### src/rtl/issue_pkg.sv
// Shared types for the dual-issue scheduler: FSM states, widths and the
// per-slot decode bundle that decode hands over for every instruction.
package issue_pkg;

    localparam int ISSUE_NUM_REGS = 32;
    localparam int ISSUE_RADDR_W  = 5;

    typedef enum logic [0:0] {
        ST_FIRST  = 1'b0,
        ST_SECOND = 1'b1
    } issue_state_e;

    typedef struct packed {
        logic [ISSUE_RADDR_W-1:0] raddr1;
        logic [ISSUE_RADDR_W-1:0] raddr2;
        logic [ISSUE_RADDR_W-1:0] dest;
        logic                     gr_we;
        logic                     res_from_mem;
        logic                     mem_we;
        logic                     is_mul;
        logic                     is_br;
    } inst_dec_t;

    function automatic logic is_mem(input inst_dec_t i);
        return i.res_from_mem | i.mem_we;
    endfunction

    // Long-latency producers are tracked until their writeback clears them.
    function automatic logic sets_busy(input inst_dec_t i);
        return i.gr_we & (i.res_from_mem | i.is_mul) & (i.dest != '0);
    endfunction

    function automatic logic must_split(
        input inst_dec_t a,
        input inst_dec_t b
    );
        logic raw;
        logic waw;
        raw = a.gr_we & (a.dest != '0)
            & ((a.dest == b.raddr1) | (a.dest == b.raddr2));
        waw = a.gr_we & b.gr_we & (a.dest != '0)
            & (a.dest == b.dest);
        return raw | waw
             | (is_mem(a) & is_mem(b))
             | (a.is_mul & b.is_mul)
             | (a.is_br & b.is_br);
    endfunction

endpackage

### src/rtl/dual_issue_ctrl_if.sv
// Decode/execute/writeback bundle seen by the issue scheduler.
// master = the surrounding pipeline, slave = the scheduler.
interface dual_issue_ctrl_if;
    import issue_pkg::*;

    logic                     pair_valid_i;
    logic                     inst1_valid_i;
    logic                     inst2_valid_i;
    logic [ISSUE_RADDR_W-1:0] inst1_rf_raddr1_i;
    logic [ISSUE_RADDR_W-1:0] inst1_rf_raddr2_i;
    logic [ISSUE_RADDR_W-1:0] inst1_dest_i;
    logic                     inst1_gr_we_i;
    logic                     inst1_res_from_mem_i;
    logic                     inst1_mem_we_i;
    logic                     inst1_is_mul_i;
    logic                     inst1_is_br_i;
    logic [ISSUE_RADDR_W-1:0] inst2_rf_raddr1_i;
    logic [ISSUE_RADDR_W-1:0] inst2_rf_raddr2_i;
    logic [ISSUE_RADDR_W-1:0] inst2_dest_i;
    logic                     inst2_gr_we_i;
    logic                     inst2_res_from_mem_i;
    logic                     inst2_mem_we_i;
    logic                     inst2_is_mul_i;
    logic                     inst2_is_br_i;
    logic                     ex_ready_i;
    logic                     flush_i;
    logic [1:0]               wb_clr_valid_i;
    logic [ISSUE_RADDR_W-1:0] wb_clr_addr0_i;
    logic [ISSUE_RADDR_W-1:0] wb_clr_addr1_i;
    logic                     pair_ready_o;
    logic                     slot0_valid_o;
    logic                     slot0_is_inst2_o;
    logic                     slot1_valid_o;

    modport master (
        output pair_valid_i, inst1_valid_i, inst2_valid_i,
        output inst1_rf_raddr1_i, inst1_rf_raddr2_i, inst1_dest_i,
        output inst1_gr_we_i, inst1_res_from_mem_i, inst1_mem_we_i,
        output inst1_is_mul_i, inst1_is_br_i,
        output inst2_rf_raddr1_i, inst2_rf_raddr2_i, inst2_dest_i,
        output inst2_gr_we_i, inst2_res_from_mem_i, inst2_mem_we_i,
        output inst2_is_mul_i, inst2_is_br_i,
        output ex_ready_i, flush_i,
        output wb_clr_valid_i, wb_clr_addr0_i, wb_clr_addr1_i,
        input  pair_ready_o, slot0_valid_o, slot0_is_inst2_o,
        input  slot1_valid_o
    );

    modport slave (
        input  pair_valid_i, inst1_valid_i, inst2_valid_i,
        input  inst1_rf_raddr1_i, inst1_rf_raddr2_i, inst1_dest_i,
        input  inst1_gr_we_i, inst1_res_from_mem_i, inst1_mem_we_i,
        input  inst1_is_mul_i, inst1_is_br_i,
        input  inst2_rf_raddr1_i, inst2_rf_raddr2_i, inst2_dest_i,
        input  inst2_gr_we_i, inst2_res_from_mem_i, inst2_mem_we_i,
        input  inst2_is_mul_i, inst2_is_br_i,
        input  ex_ready_i, flush_i,
        input  wb_clr_valid_i, wb_clr_addr0_i, wb_clr_addr1_i,
        output pair_ready_o, slot0_valid_o, slot0_is_inst2_o,
        output slot1_valid_o
    );

endinterface

### src/rtl/issue_scoreboard.sv
// Busy bit per GPR for in-flight load/mul results; readiness is read
// from the registered vector only, so a clear is visible one cycle later.
module issue_scoreboard #(
    parameter int NUM_REGS = 32,
    parameter int RADDR_W  = 5
) (
    input  logic               clk,
    input  logic               rst,
    input  logic               flush_i,
    input  logic [1:0]         set_valid_i,
    input  logic [RADDR_W-1:0] set_addr0_i,
    input  logic [RADDR_W-1:0] set_addr1_i,
    input  logic [1:0]         clr_valid_i,
    input  logic [RADDR_W-1:0] clr_addr0_i,
    input  logic [RADDR_W-1:0] clr_addr1_i,
    input  logic [RADDR_W-1:0] q0_addr1_i,
    input  logic [RADDR_W-1:0] q0_addr2_i,
    input  logic [RADDR_W-1:0] q1_addr1_i,
    input  logic [RADDR_W-1:0] q1_addr2_i,
    output logic               q0_rdy_o,
    output logic               q1_rdy_o
);

    logic [NUM_REGS-1:0] busy_q;
    logic [NUM_REGS-1:0] busy_d;

    function automatic logic is_free(
        input logic [RADDR_W-1:0]  a,
        input logic [NUM_REGS-1:0] b
    );
        return (a == '0) | ~b[a];
    endfunction

    // Clears first, then sets, so a same-cycle set keeps the bit busy.
    always_comb begin
        busy_d = busy_q;
        for (int i = 0; i < NUM_REGS; i++) begin
            if (clr_valid_i[0] && clr_addr0_i == RADDR_W'(i))
                busy_d[i] = 1'b0;
            if (clr_valid_i[1] && clr_addr1_i == RADDR_W'(i))
                busy_d[i] = 1'b0;
        end
        for (int i = 0; i < NUM_REGS; i++) begin
            if (set_valid_i[0] && set_addr0_i == RADDR_W'(i))
                busy_d[i] = 1'b1;
            if (set_valid_i[1] && set_addr1_i == RADDR_W'(i))
                busy_d[i] = 1'b1;
        end
        busy_d[0] = 1'b0;
        if (flush_i)
            busy_d = '0;
    end

    always_ff @(posedge clk) begin
        if (rst)
            busy_q <= '0;
        else
            busy_q <= busy_d;
    end

    assign q0_rdy_o = is_free(q0_addr1_i, busy_q)
                    & is_free(q0_addr2_i, busy_q);
    assign q1_rdy_o = is_free(q1_addr1_i, busy_q)
                    & is_free(q1_addr2_i, busy_q);

endmodule

### src/rtl/dual_issue_ctrl.sv
// Issue scheduler: pairs, splits or stalls the decoded pair and holds
// the registered slot descriptor consumed by the execute pipes.
module dual_issue_ctrl
    import issue_pkg::*;
#(
    parameter int NUM_REGS = ISSUE_NUM_REGS,
    parameter int RADDR_W  = ISSUE_RADDR_W
) (
    input logic               clk,
    input logic               rst,
    dual_issue_ctrl_if.slave  io
);

    localparam logic [0:0] FIRST  = ST_FIRST;
    localparam logic [0:0] SECOND = ST_SECOND;

    logic [0:0] state_q, state_d;
    logic       slot0_valid_q, slot0_valid_d;
    logic       slot0_is_inst2_q, slot0_is_inst2_d;
    logic       slot1_valid_q, slot1_valid_d;

    inst_dec_t  i1, i2;
    logic       v1, v2, rdy1, rdy2, split, go;
    logic       iss1, iss2, iss_dual, pair_ready;
    logic [1:0] set_valid;
    logic [RADDR_W-1:0] set_addr0;

    assign i1 = '{
        raddr1: io.inst1_rf_raddr1_i,
        raddr2: io.inst1_rf_raddr2_i,
        dest: io.inst1_dest_i,
        gr_we: io.inst1_gr_we_i,
        res_from_mem: io.inst1_res_from_mem_i,
        mem_we: io.inst1_mem_we_i,
        is_mul: io.inst1_is_mul_i,
        is_br: io.inst1_is_br_i
    };

    assign i2 = '{
        raddr1: io.inst2_rf_raddr1_i,
        raddr2: io.inst2_rf_raddr2_i,
        dest: io.inst2_dest_i,
        gr_we: io.inst2_gr_we_i,
        res_from_mem: io.inst2_res_from_mem_i,
        mem_we: io.inst2_mem_we_i,
        is_mul: io.inst2_is_mul_i,
        is_br: io.inst2_is_br_i
    };

    always_comb begin
        v1 = io.pair_valid_i & io.inst1_valid_i & (state_q == FIRST);
        v2 = io.pair_valid_i & io.inst2_valid_i;
        split = must_split(i1, i2);
        go = io.ex_ready_i & ~io.flush_i & ~rst;
        iss1 = 1'b0;
        iss2 = 1'b0;
        iss_dual = 1'b0;
        pair_ready = 1'b0;
        state_d = state_q;
        if (go) begin
            unique case (1'b1)
                (state_q == SECOND): begin
                    if (v2 & rdy2) begin
                        iss2 = 1'b1;
                        pair_ready = 1'b1;
                        state_d = FIRST;
                    end
                end
                v1: begin
                    if (rdy1) begin
                        iss1 = 1'b1;
                        if (v2 & rdy2 & ~split) begin
                            iss_dual = 1'b1;
                            pair_ready = 1'b1;
                        end else if (v2) begin
                            state_d = SECOND;
                        end else begin
                            pair_ready = 1'b1;
                        end
                    end
                end
                ((state_q == FIRST) & ~io.inst1_valid_i & v2): begin
                    if (rdy2) begin
                        iss2 = 1'b1;
                        pair_ready = 1'b1;
                    end
                end
                ((state_q == FIRST) & io.pair_valid_i
                  & ~io.inst1_valid_i & ~io.inst2_valid_i): begin
                    pair_ready = 1'b1;
                end
                default: ;
            endcase
        end
        if (io.flush_i)
            state_d = FIRST;
    end

    // A stalled execute stage keeps the descriptor; otherwise it reloads,
    // which turns into a bubble when nothing issued this cycle.
    always_comb begin
        slot0_valid_d = slot0_valid_q;
        slot0_is_inst2_d = slot0_is_inst2_q;
        slot1_valid_d = slot1_valid_q;
        if (io.flush_i) begin
            slot0_valid_d = 1'b0;
            slot0_is_inst2_d = 1'b0;
            slot1_valid_d = 1'b0;
        end else if (io.ex_ready_i) begin
            slot0_valid_d = iss1 | iss2;
            slot0_is_inst2_d = iss2;
            slot1_valid_d = iss_dual;
        end
    end

    always_comb begin
        set_valid[0] = (iss1 & sets_busy(i1)) | (iss2 & sets_busy(i2));
        set_valid[1] = iss_dual & sets_busy(i2);
        set_addr0 = iss2 ? i2.dest : i1.dest;
    end

    issue_scoreboard #(
        .NUM_REGS (NUM_REGS),
        .RADDR_W  (RADDR_W)
    ) u_sb (
        .clk         (clk),
        .rst         (rst),
        .flush_i     (io.flush_i),
        .set_valid_i (set_valid),
        .set_addr0_i (set_addr0),
        .set_addr1_i (i2.dest),
        .clr_valid_i (io.wb_clr_valid_i),
        .clr_addr0_i (io.wb_clr_addr0_i),
        .clr_addr1_i (io.wb_clr_addr1_i),
        .q0_addr1_i  (i1.raddr1),
        .q0_addr2_i  (i1.raddr2),
        .q1_addr1_i  (i2.raddr1),
        .q1_addr2_i  (i2.raddr2),
        .q0_rdy_o    (rdy1),
        .q1_rdy_o    (rdy2)
    );

    always_ff @(posedge clk) begin
        if (rst) begin
            state_q <= FIRST;
            slot0_valid_q <= 1'b0;
            slot0_is_inst2_q <= 1'b0;
            slot1_valid_q <= 1'b0;
        end else begin
            state_q <= state_d;
            slot0_valid_q <= slot0_valid_d;
            slot0_is_inst2_q <= slot0_is_inst2_d;
            slot1_valid_q <= slot1_valid_d;
        end
    end

    assign io.pair_ready_o = pair_ready;
    assign io.slot0_valid_o = slot0_valid_q;
    assign io.slot0_is_inst2_o = slot0_is_inst2_q;
    assign io.slot1_valid_o = slot1_valid_q;

endmodule

### src/flat_wrapper.sv
// flat-port wrapper written by rule: the top's interface ports become plain ports
module dual_issue_ctrl_flat import issue_pkg::*;
#(
    parameter int NUM_REGS = ISSUE_NUM_REGS,
    parameter int RADDR_W  = ISSUE_RADDR_W
)
  (clk, rst, io_pair_valid_i, io_inst1_valid_i, io_inst2_valid_i, io_inst1_rf_raddr1_i, io_inst1_rf_raddr2_i, io_inst1_dest_i, io_inst1_gr_we_i, io_inst1_res_from_mem_i, io_inst1_mem_we_i, io_inst1_is_mul_i, io_inst1_is_br_i, io_inst2_rf_raddr1_i, io_inst2_rf_raddr2_i, io_inst2_dest_i, io_inst2_gr_we_i, io_inst2_res_from_mem_i, io_inst2_mem_we_i, io_inst2_is_mul_i, io_inst2_is_br_i, io_ex_ready_i, io_flush_i, io_wb_clr_valid_i, io_wb_clr_addr0_i, io_wb_clr_addr1_i, io_pair_ready_o, io_slot0_valid_o, io_slot0_is_inst2_o, io_slot1_valid_o);
  dual_issue_ctrl_if io_i ();
  input logic clk;
  input logic rst;
  input wire logic [$bits(io_i.pair_valid_i)-1:0] io_pair_valid_i;
  input wire logic [$bits(io_i.inst1_valid_i)-1:0] io_inst1_valid_i;
  input wire logic [$bits(io_i.inst2_valid_i)-1:0] io_inst2_valid_i;
  input wire logic [$bits(io_i.inst1_rf_raddr1_i)-1:0] io_inst1_rf_raddr1_i;
  input wire logic [$bits(io_i.inst1_rf_raddr2_i)-1:0] io_inst1_rf_raddr2_i;
  input wire logic [$bits(io_i.inst1_dest_i)-1:0] io_inst1_dest_i;
  input wire logic [$bits(io_i.inst1_gr_we_i)-1:0] io_inst1_gr_we_i;
  input wire logic [$bits(io_i.inst1_res_from_mem_i)-1:0] io_inst1_res_from_mem_i;
  input wire logic [$bits(io_i.inst1_mem_we_i)-1:0] io_inst1_mem_we_i;
  input wire logic [$bits(io_i.inst1_is_mul_i)-1:0] io_inst1_is_mul_i;
  input wire logic [$bits(io_i.inst1_is_br_i)-1:0] io_inst1_is_br_i;
  input wire logic [$bits(io_i.inst2_rf_raddr1_i)-1:0] io_inst2_rf_raddr1_i;
  input wire logic [$bits(io_i.inst2_rf_raddr2_i)-1:0] io_inst2_rf_raddr2_i;
  input wire logic [$bits(io_i.inst2_dest_i)-1:0] io_inst2_dest_i;
  input wire logic [$bits(io_i.inst2_gr_we_i)-1:0] io_inst2_gr_we_i;
  input wire logic [$bits(io_i.inst2_res_from_mem_i)-1:0] io_inst2_res_from_mem_i;
  input wire logic [$bits(io_i.inst2_mem_we_i)-1:0] io_inst2_mem_we_i;
  input wire logic [$bits(io_i.inst2_is_mul_i)-1:0] io_inst2_is_mul_i;
  input wire logic [$bits(io_i.inst2_is_br_i)-1:0] io_inst2_is_br_i;
  input wire logic [$bits(io_i.ex_ready_i)-1:0] io_ex_ready_i;
  input wire logic [$bits(io_i.flush_i)-1:0] io_flush_i;
  input wire logic [$bits(io_i.wb_clr_valid_i)-1:0] io_wb_clr_valid_i;
  input wire logic [$bits(io_i.wb_clr_addr0_i)-1:0] io_wb_clr_addr0_i;
  input wire logic [$bits(io_i.wb_clr_addr1_i)-1:0] io_wb_clr_addr1_i;
  output wire logic [$bits(io_i.pair_ready_o)-1:0] io_pair_ready_o;
  output wire logic [$bits(io_i.slot0_valid_o)-1:0] io_slot0_valid_o;
  output wire logic [$bits(io_i.slot0_is_inst2_o)-1:0] io_slot0_is_inst2_o;
  output wire logic [$bits(io_i.slot1_valid_o)-1:0] io_slot1_valid_o;
  assign io_i.pair_valid_i = io_pair_valid_i;
  assign io_i.inst1_valid_i = io_inst1_valid_i;
  assign io_i.inst2_valid_i = io_inst2_valid_i;
  assign io_i.inst1_rf_raddr1_i = io_inst1_rf_raddr1_i;
  assign io_i.inst1_rf_raddr2_i = io_inst1_rf_raddr2_i;
  assign io_i.inst1_dest_i = io_inst1_dest_i;
  assign io_i.inst1_gr_we_i = io_inst1_gr_we_i;
  assign io_i.inst1_res_from_mem_i = io_inst1_res_from_mem_i;
  assign io_i.inst1_mem_we_i = io_inst1_mem_we_i;
  assign io_i.inst1_is_mul_i = io_inst1_is_mul_i;
  assign io_i.inst1_is_br_i = io_inst1_is_br_i;
  assign io_i.inst2_rf_raddr1_i = io_inst2_rf_raddr1_i;
  assign io_i.inst2_rf_raddr2_i = io_inst2_rf_raddr2_i;
  assign io_i.inst2_dest_i = io_inst2_dest_i;
  assign io_i.inst2_gr_we_i = io_inst2_gr_we_i;
  assign io_i.inst2_res_from_mem_i = io_inst2_res_from_mem_i;
  assign io_i.inst2_mem_we_i = io_inst2_mem_we_i;
  assign io_i.inst2_is_mul_i = io_inst2_is_mul_i;
  assign io_i.inst2_is_br_i = io_inst2_is_br_i;
  assign io_i.ex_ready_i = io_ex_ready_i;
  assign io_i.flush_i = io_flush_i;
  assign io_i.wb_clr_valid_i = io_wb_clr_valid_i;
  assign io_i.wb_clr_addr0_i = io_wb_clr_addr0_i;
  assign io_i.wb_clr_addr1_i = io_wb_clr_addr1_i;
  assign io_pair_ready_o = io_i.pair_ready_o;
  assign io_slot0_valid_o = io_i.slot0_valid_o;
  assign io_slot0_is_inst2_o = io_i.slot0_is_inst2_o;
  assign io_slot1_valid_o = io_i.slot1_valid_o;
  dual_issue_ctrl #(.NUM_REGS(NUM_REGS), .RADDR_W(RADDR_W)) u_core (.clk(clk), .rst(rst), .io(io_i));
endmodule
### config.mk
export PLATFORM = sky130hd
export DESIGN_NAME = dual_issue_ctrl_flat
export DESIGN_NICKNAME = d
export VERILOG_FILES = /design/src/rtl/issue_pkg.sv /design/src/rtl/dual_issue_ctrl_if.sv /design/src/rtl/issue_scoreboard.sv /design/src/rtl/dual_issue_ctrl.sv /design/src/flat_wrapper.sv
export SDC_FILE = /design/constraint.sdc
export NUM_CORES = 1
export LEC_CHECK = 0
export BUFFER_PORTS_ARGS = -buffer_cell sky130_fd_sc_hd__buf_2
export CORE_UTILIZATION = 45
export CTS_CLUSTER_DIAMETER = 60
export CTS_CLUSTER_SIZE = 24
export DETAILED_ROUTE_END_ITERATION = 12
export PLACE_DENSITY = 0.68
export SLEW_MARGIN = 25
export SYNTH_ARGS = -nofsm -noshare
export SYNTH_HDL_FRONTEND = slang
export SYNTH_SLANG_ARGS = --single-unit
### constraint.sdc
create_clock -name clk -period 2.85 [get_ports clk]
set_input_delay 0.57 -clock clk [delete_from_list [all_inputs] [get_ports clk]]
set_output_delay 0.57 -clock clk [all_outputs]
set_load 0.03 [all_outputs]
# [Word level (Yosys, flattened, before mapping)]
# Index checks and enable logic that the tools add are counted.
# Widths: inputs -> output; s select.
[totals] regBits=36 input_bits=59 output_inout_bits=4 elab_cells=537
[classes] magnitude_cmp=4 n_eq_ne=127 mux=154 bitwise=54 n_reduce_logical=162
[ops] op="$eq 5x5->1 const B" count=64
[ops] op="$eq 5x4->1 const B" count=32
[ops] op="$mux 1" count=146
[ops] op="$logic_and 1x1->1" count=124
[ops] op="$reduce_bool 4->1" count=31
[ops] op="$eq 5x3->1 const B" count=16
[ops] op="$eq 5x2->1 const B" count=8
[ops] op="$and 1x1->1" count=29
[ops] op="$lt 5x6->1 const B" count=4
[ops] op="$bmux 1 s5" count=4
[ops] op="$eq 5x1->1 const B" count=4
[ops] op="$logic_not 5->1" count=4
[ops] op="$eq 5x5->1" count=3
[ops] op="$or 1x1->1" count=15
[ops] op="$not 1->1" count=10
[ops] op="$reduce_bool 5->1" count=2
[ops] op="$mux 5" count=1
[ops] op="$pmux 1 s2" count=2
[ops] op="$pmux 1 s4" count=1
[ops] op="$reduce_or 2->1" count=1

# [Longest topological paths before layout]
[logic_depth] depth_word=16 mapped_depth=10 depth_no_buf=8

# [Hierarchy]
# Synthesis repeated with hierarchy kept, for this count alone.
[unflattened] cells_unflattened=392 hier_area_um2=3402.0
[modules_own_cells] mod="issue_scoreboard" n_inst=1 cells_per_inst=324 area_per_inst_um2=2880.3 seq_area_each_um2=620.6
[modules_own_cells] mod="dual_issue_ctrl" n_inst=1 cells_per_inst=68 area_per_inst_um2=521.8 seq_area_each_um2=80.1

# [Worst setup path after synthesis]
# No wires, ideal clock.
[synth_path] kind="in2out" startpoint="in io_inst2_rf_raddr2_i[1]" endpoint="out io_pair_ready_o" arrival_ns=2.496 required_ns=2.280 path_slack_ns=-0.216 stages=9 n_path_buf=1 path_cell_list="clkbuf_1 inv_1 or3_1 nand4b_1 o22ai_2 nor4_4 nand2_1 a21oi_1 o221a_2"
[synth_via] elab_chain_cells=13
[synth_lines] item="start, declared" line="flat_wrapper.sv:23" text="input wire logic [$bits(io_i.inst2_rf_raddr2_i)-1:0] io_inst2_rf_raddr2_i;"
[synth_lines] item="parallel branches: the longest is 11 deep, another holds $bmux 1 s5"
[synth_lines] item="$pmux 1 s4 *" line="dual_issue_ctrl.sv:61" text="unique case (1'b1)"
[synth_lines] item="$mux 1 *" line="dual_issue_ctrl.sv:60" text="if (go) begin"
[synth_lines] item="end, declared" line="flat_wrapper.sv:35" text="output wire logic [$bits(io_i.pair_ready_o)-1:0] io_pair_ready_o;"
# Every way passes the cells marked *. The select of a mux whose other input is x is not followed.

# [Worst setup path after layout]
[layout_path] startpoint="in io_inst2_rf_raddr2_i[0]" endpoint="out io_pair_ready_o"
# The elaborated chain is that of the path after synthesis.

==> metrics.md <==
| Metric | Value |
|---|---|
| Worst setup path start | io_inst2_rf_raddr2_i[0] |
| Deepest clock path buffer count | 2 |
| Hold path start | u_core.io.slot0_is_inst2_o |
| Number of max-cap violations | 0 |
| Final worst-path cycle share | 111% |
| DRC viols | 0 |
| Vias in the first global route | 4181 |
| CP startpoint kind | primary input |
| Most frequent cell after synthesis | nor2_1 |
| Net Sw Power | around 420 uW |
| Worst setup margin | -0.323 ns |
| Ys flop type | dfxtp_1 |
| Critical-path cell list | buf_12 -> buf_12 -> mux4_2 -> mux2i_1 -> o22ai_2 -> nor4_4 -> buf_4 -> nand2_2 -> a21oi_2 -> o221a_2 -> buf_6 |
| Peak Freq | 315 MHz |
| CP max stage delay | 0.48 ns |
| Async set or reset register ratio after synthesis | 0% |
| DRT Wirelength | 15.2 mm |
| Remaining antenna violation count | 0 |
| RR Endpoint | u_core.state_q |
| R2R Setup Slk | -0.18 ns |
| DRT Pass-1 Iters | 6 |
| CP arrival | between 2 and 3 ns |
| CTS Hold Buffers Added | 0 |
| R2R Path Start | u_core.u_sb.busy_q[26] |
| VDD IR-drop max | 303 uV |
| Via count | 4500 |
| Tmin final | 3.17 ns |
| Final number of max-transition violations | 0 |
| Post-synthesis sequential area ratio | 18.1% |
| Largest net degree at the start of global routing | 27 |
| Syn Inst Count | 463 |
| Worst slack, placed | -0.438 ns |
| Sink Count | 35 |
| Root Driver | clkbuf_8 |
| Net Sw Frac | 31.2% |
| Gp weighted congestion | ~0.97 |
| N_diodes | 0 |
| Required time worst endpoint | 2.28 ns |
| Die Wd | 94.7 um |
| First-pass GRT wire length | 21.9 mm |
| Setup-failing EPs final | 34 |
| Syn. warnings | 0 |
| Clock Skews | 0.0103 ns |
| Total gr overflow | 0 |
| Reg clk slew, reported paths | 0.07 ns |
| CTS tree | yes |
| Hold Fails Final Rpt | 0 |
| Critical path's slowest cell | mux4_2 |
| Die ar. | 0.00896 sq mm |
| Initial antenna violation count | 0 |
| I/O pins | 63 |
| LEAKAGE | 0.00190 uW |
| Status | complete, but fails checks |
| Most used cell, CP | buf_12 |
| Reg area | about 700 sq um |
| Footprint of the multi-input gates | approximately 0.0033 sq mm |
| Distinct cells, synth | a little under 60 |
| Avg Inst Size Synth | 8.35 sq um |
| Worst Reg2Reg Path Length in Cells | 16 |
| Worst min-delay path endpoint | u_core.io.slot0_is_inst2_o |
| PortBufs | 62 |
| Number of synthesized flops with an enable pin | 0 |
| Relative slew slack | between 50 and 60% |
| Layout cells sized above 1 | 39.3% |
| CTS H-Tree Depth | 2 |
| HPWL Detailed | around 11 mm |
| Iter 0 DRT Violations | 526 |
| Final nets | 628 |
| Critical Path Fanout Max | 7 |
| Core box area | ~0.0083 sq mm |
| Via density | around 6.7 |
| Unrepaired setup endpoints after global routing | true |
| Violated checks | negative setup slack |
| Leading area contributor after synthesis | dfxtp_1 |
| Tightest Pin Transition | 0.624 ns |
| Initial core utilization | 46.8% |
| CP Class | in -> out |
| Area Overhead vs Synth | 34.9% |
| Pwr dens | roughly 260 mW/mm^2 |
| Filler Cells Inserted | approximately 710 |
| Synth cell count leaders | nor2_1 (43), nand3_1 (42), dfxtp_1 (35), nand2_1 (32), mux4_2 (24) |
| Hold path depth | 2 |
| Crit. End Element | output port |
| Fin cells | 675 |
| Power share of the combinational group | 30.5% |
| Mapped Nets | roughly 520 |
| Sequential fraction of design power | 36.2% |
| Row cnt | 33 |
| CTS Buf Count | 5 |
| Total track usage | 32.6% |
| Hold Crit Class | reg -> reg |
| Skew-Pair Late Insertion Delay | about 0.30 ns |
| P_int | 931 uW |
| Post-Syn Area | 0.00386 sq mm |
| Clock Power Share | 33.3% |
| Vert. Die Dim | 94.7 um |
| Synth area leaders | dfxtp_1 (18%), mux4_2 (14%), mux2i_1 (5.7%), nand3_1 (5.4%), nor2_1 (4.2%) |
| Yosys reg bits | 35 |
| Area share of the largest cell type after synthesis | a little under a fifth |
| Drt wl/cell | 22.4 um |
| Placed Cells | 644 |
==> power by group through the flow <==
stage | clock [uW] | combinational, uW | sequential, uW
floorplan | 0 | 200 | 503
global placement | 0 | 341 | 502
detailed placement | 0 | 347 | 502
CTS | 445 | 368 | 490
global route | 471 | 439 | 490
finish | 450 | 413 | 490
==> cell families (layout without fill, tap and decap cells) <==
kind of cell | count (synthesis) | after routing | share of synthesized area [%]
multiplexers | 57 | 57 | 23.0
XOR/XNOR | 15 | 15 | 3.40
buffers and inverters | 43 | 149 | 5.08
AO/OA/AOI/OAI | 128 | 129 | 25.1
flip-flops | 35 | 35 | 18.1
AND/OR/NAND/NOR | 185 | 185 | 25.3
==> worst max-delay path: cells and delay by family <==
family / cells / cell delay [ns]
compound gates: 3 / 0.45
buf+inv: 4 / 0.54
simple gates: 2 / 0.36
mux: 2 / 0.68
==> per-layer routing <==
| metal | up-vias | part of all wire (%) | GRT usage [%] |
|---|---|---|---|
| li1 | 2029 | - | - |
| met1 | 2125 | 39 | 41.1 |
| met2 | 287 | 49 | 54.2 |
| met3 | 59 | 8.6 | 5.23 |
| met4 | 0 | 4.0 | 15.4 |
| met5 | - | 0 | 0 |
==> placed cells by master (no fill, tap or decap), types with 5 or more instances in the layout <==
master / n
buf_2: 59
buf_4: 57
nor2_1: 42
nand3_1: 42
dfxtp_1: 35
nand2_1: 31
mux4_2: 24
mux2i_1: 18
a31oi_1: 18
o21ai_1: 16
o221ai_1: 16
nor2b_1: 15
o22a_1: 15
a31o_1: 15
xnor2_1: 13
o31ai_2: 13
buf_6: 12
inv_1: 8
nand2b_1: 8
mux2_4: 7
nand4_1: 7
and3_1: 6
nand3b_1: 5
clkbuf_8: 5
buf_12: 5
==> worst max path at each step <==
stage,end,depth (start not counted)
after floorplan,io_pair_ready_o,8
after global placement,io_pair_ready_o,9
after detailed placement,io_pair_ready_o,9
after CTS,io_pair_ready_o,10
after global routing,io_pair_ready_o,11
final,io_pair_ready_o,11
==> through the flow <==
| step | total power, uW | instance area, sq um | util (%) | TNS (ns) | hold slack (ns) |
|---|---|---|---|---|---|
| after floorplan | 703 | 3900 | - | -0.365 | 0.497 |
| final | 1350 | 5210 | 63.1 | -5.05 | 0.497 |
| after global placement | 843 | 4540 | 55.0 | -9.85 | 0.460 |
| after global routing | 1400 | 5210 | 63.1 | -6.70 | 0.530 |
| after CTS | 1300 | 4780 | 57.9 | -0.413 | 0.501 |
| after detailed placement | 849 | 4540 | 55.0 | -11.34 | 0.482 |
==> state kept, by name, indices dropped and copies added, names as in the netlist <==
register	flops
u_core.io.slot0_is_inst2_o	1
u_core.io.slot0_valid_o	1
u_core.state_q	1
u_core.io.slot1_valid_o	1
u_core.u_sb.busy_q	31
==> layout make-up <==
class | count | share of cell area, %
Clock buffer | 5 | 1.32
Clock inverter | 3 | 0.840
Inverter | 8 | 0.576
Multi-Input combinational cell | 386 | 62.9
Sequential cell | 35 | 13.4
Tap cell | 105 | 2.52
Timing Repair Buffer | 133 | 18.4
==> repair_timing <==
action,in CTS,in global routing
endpoints found under the hold margin,0,0
resized for setup,13,56
setup endpoints to repair,25,29
buffers inserted,9,16
cloned,0,1
pin swaps,5,21
Note: power is estimated with default switching activity, not from simulation.
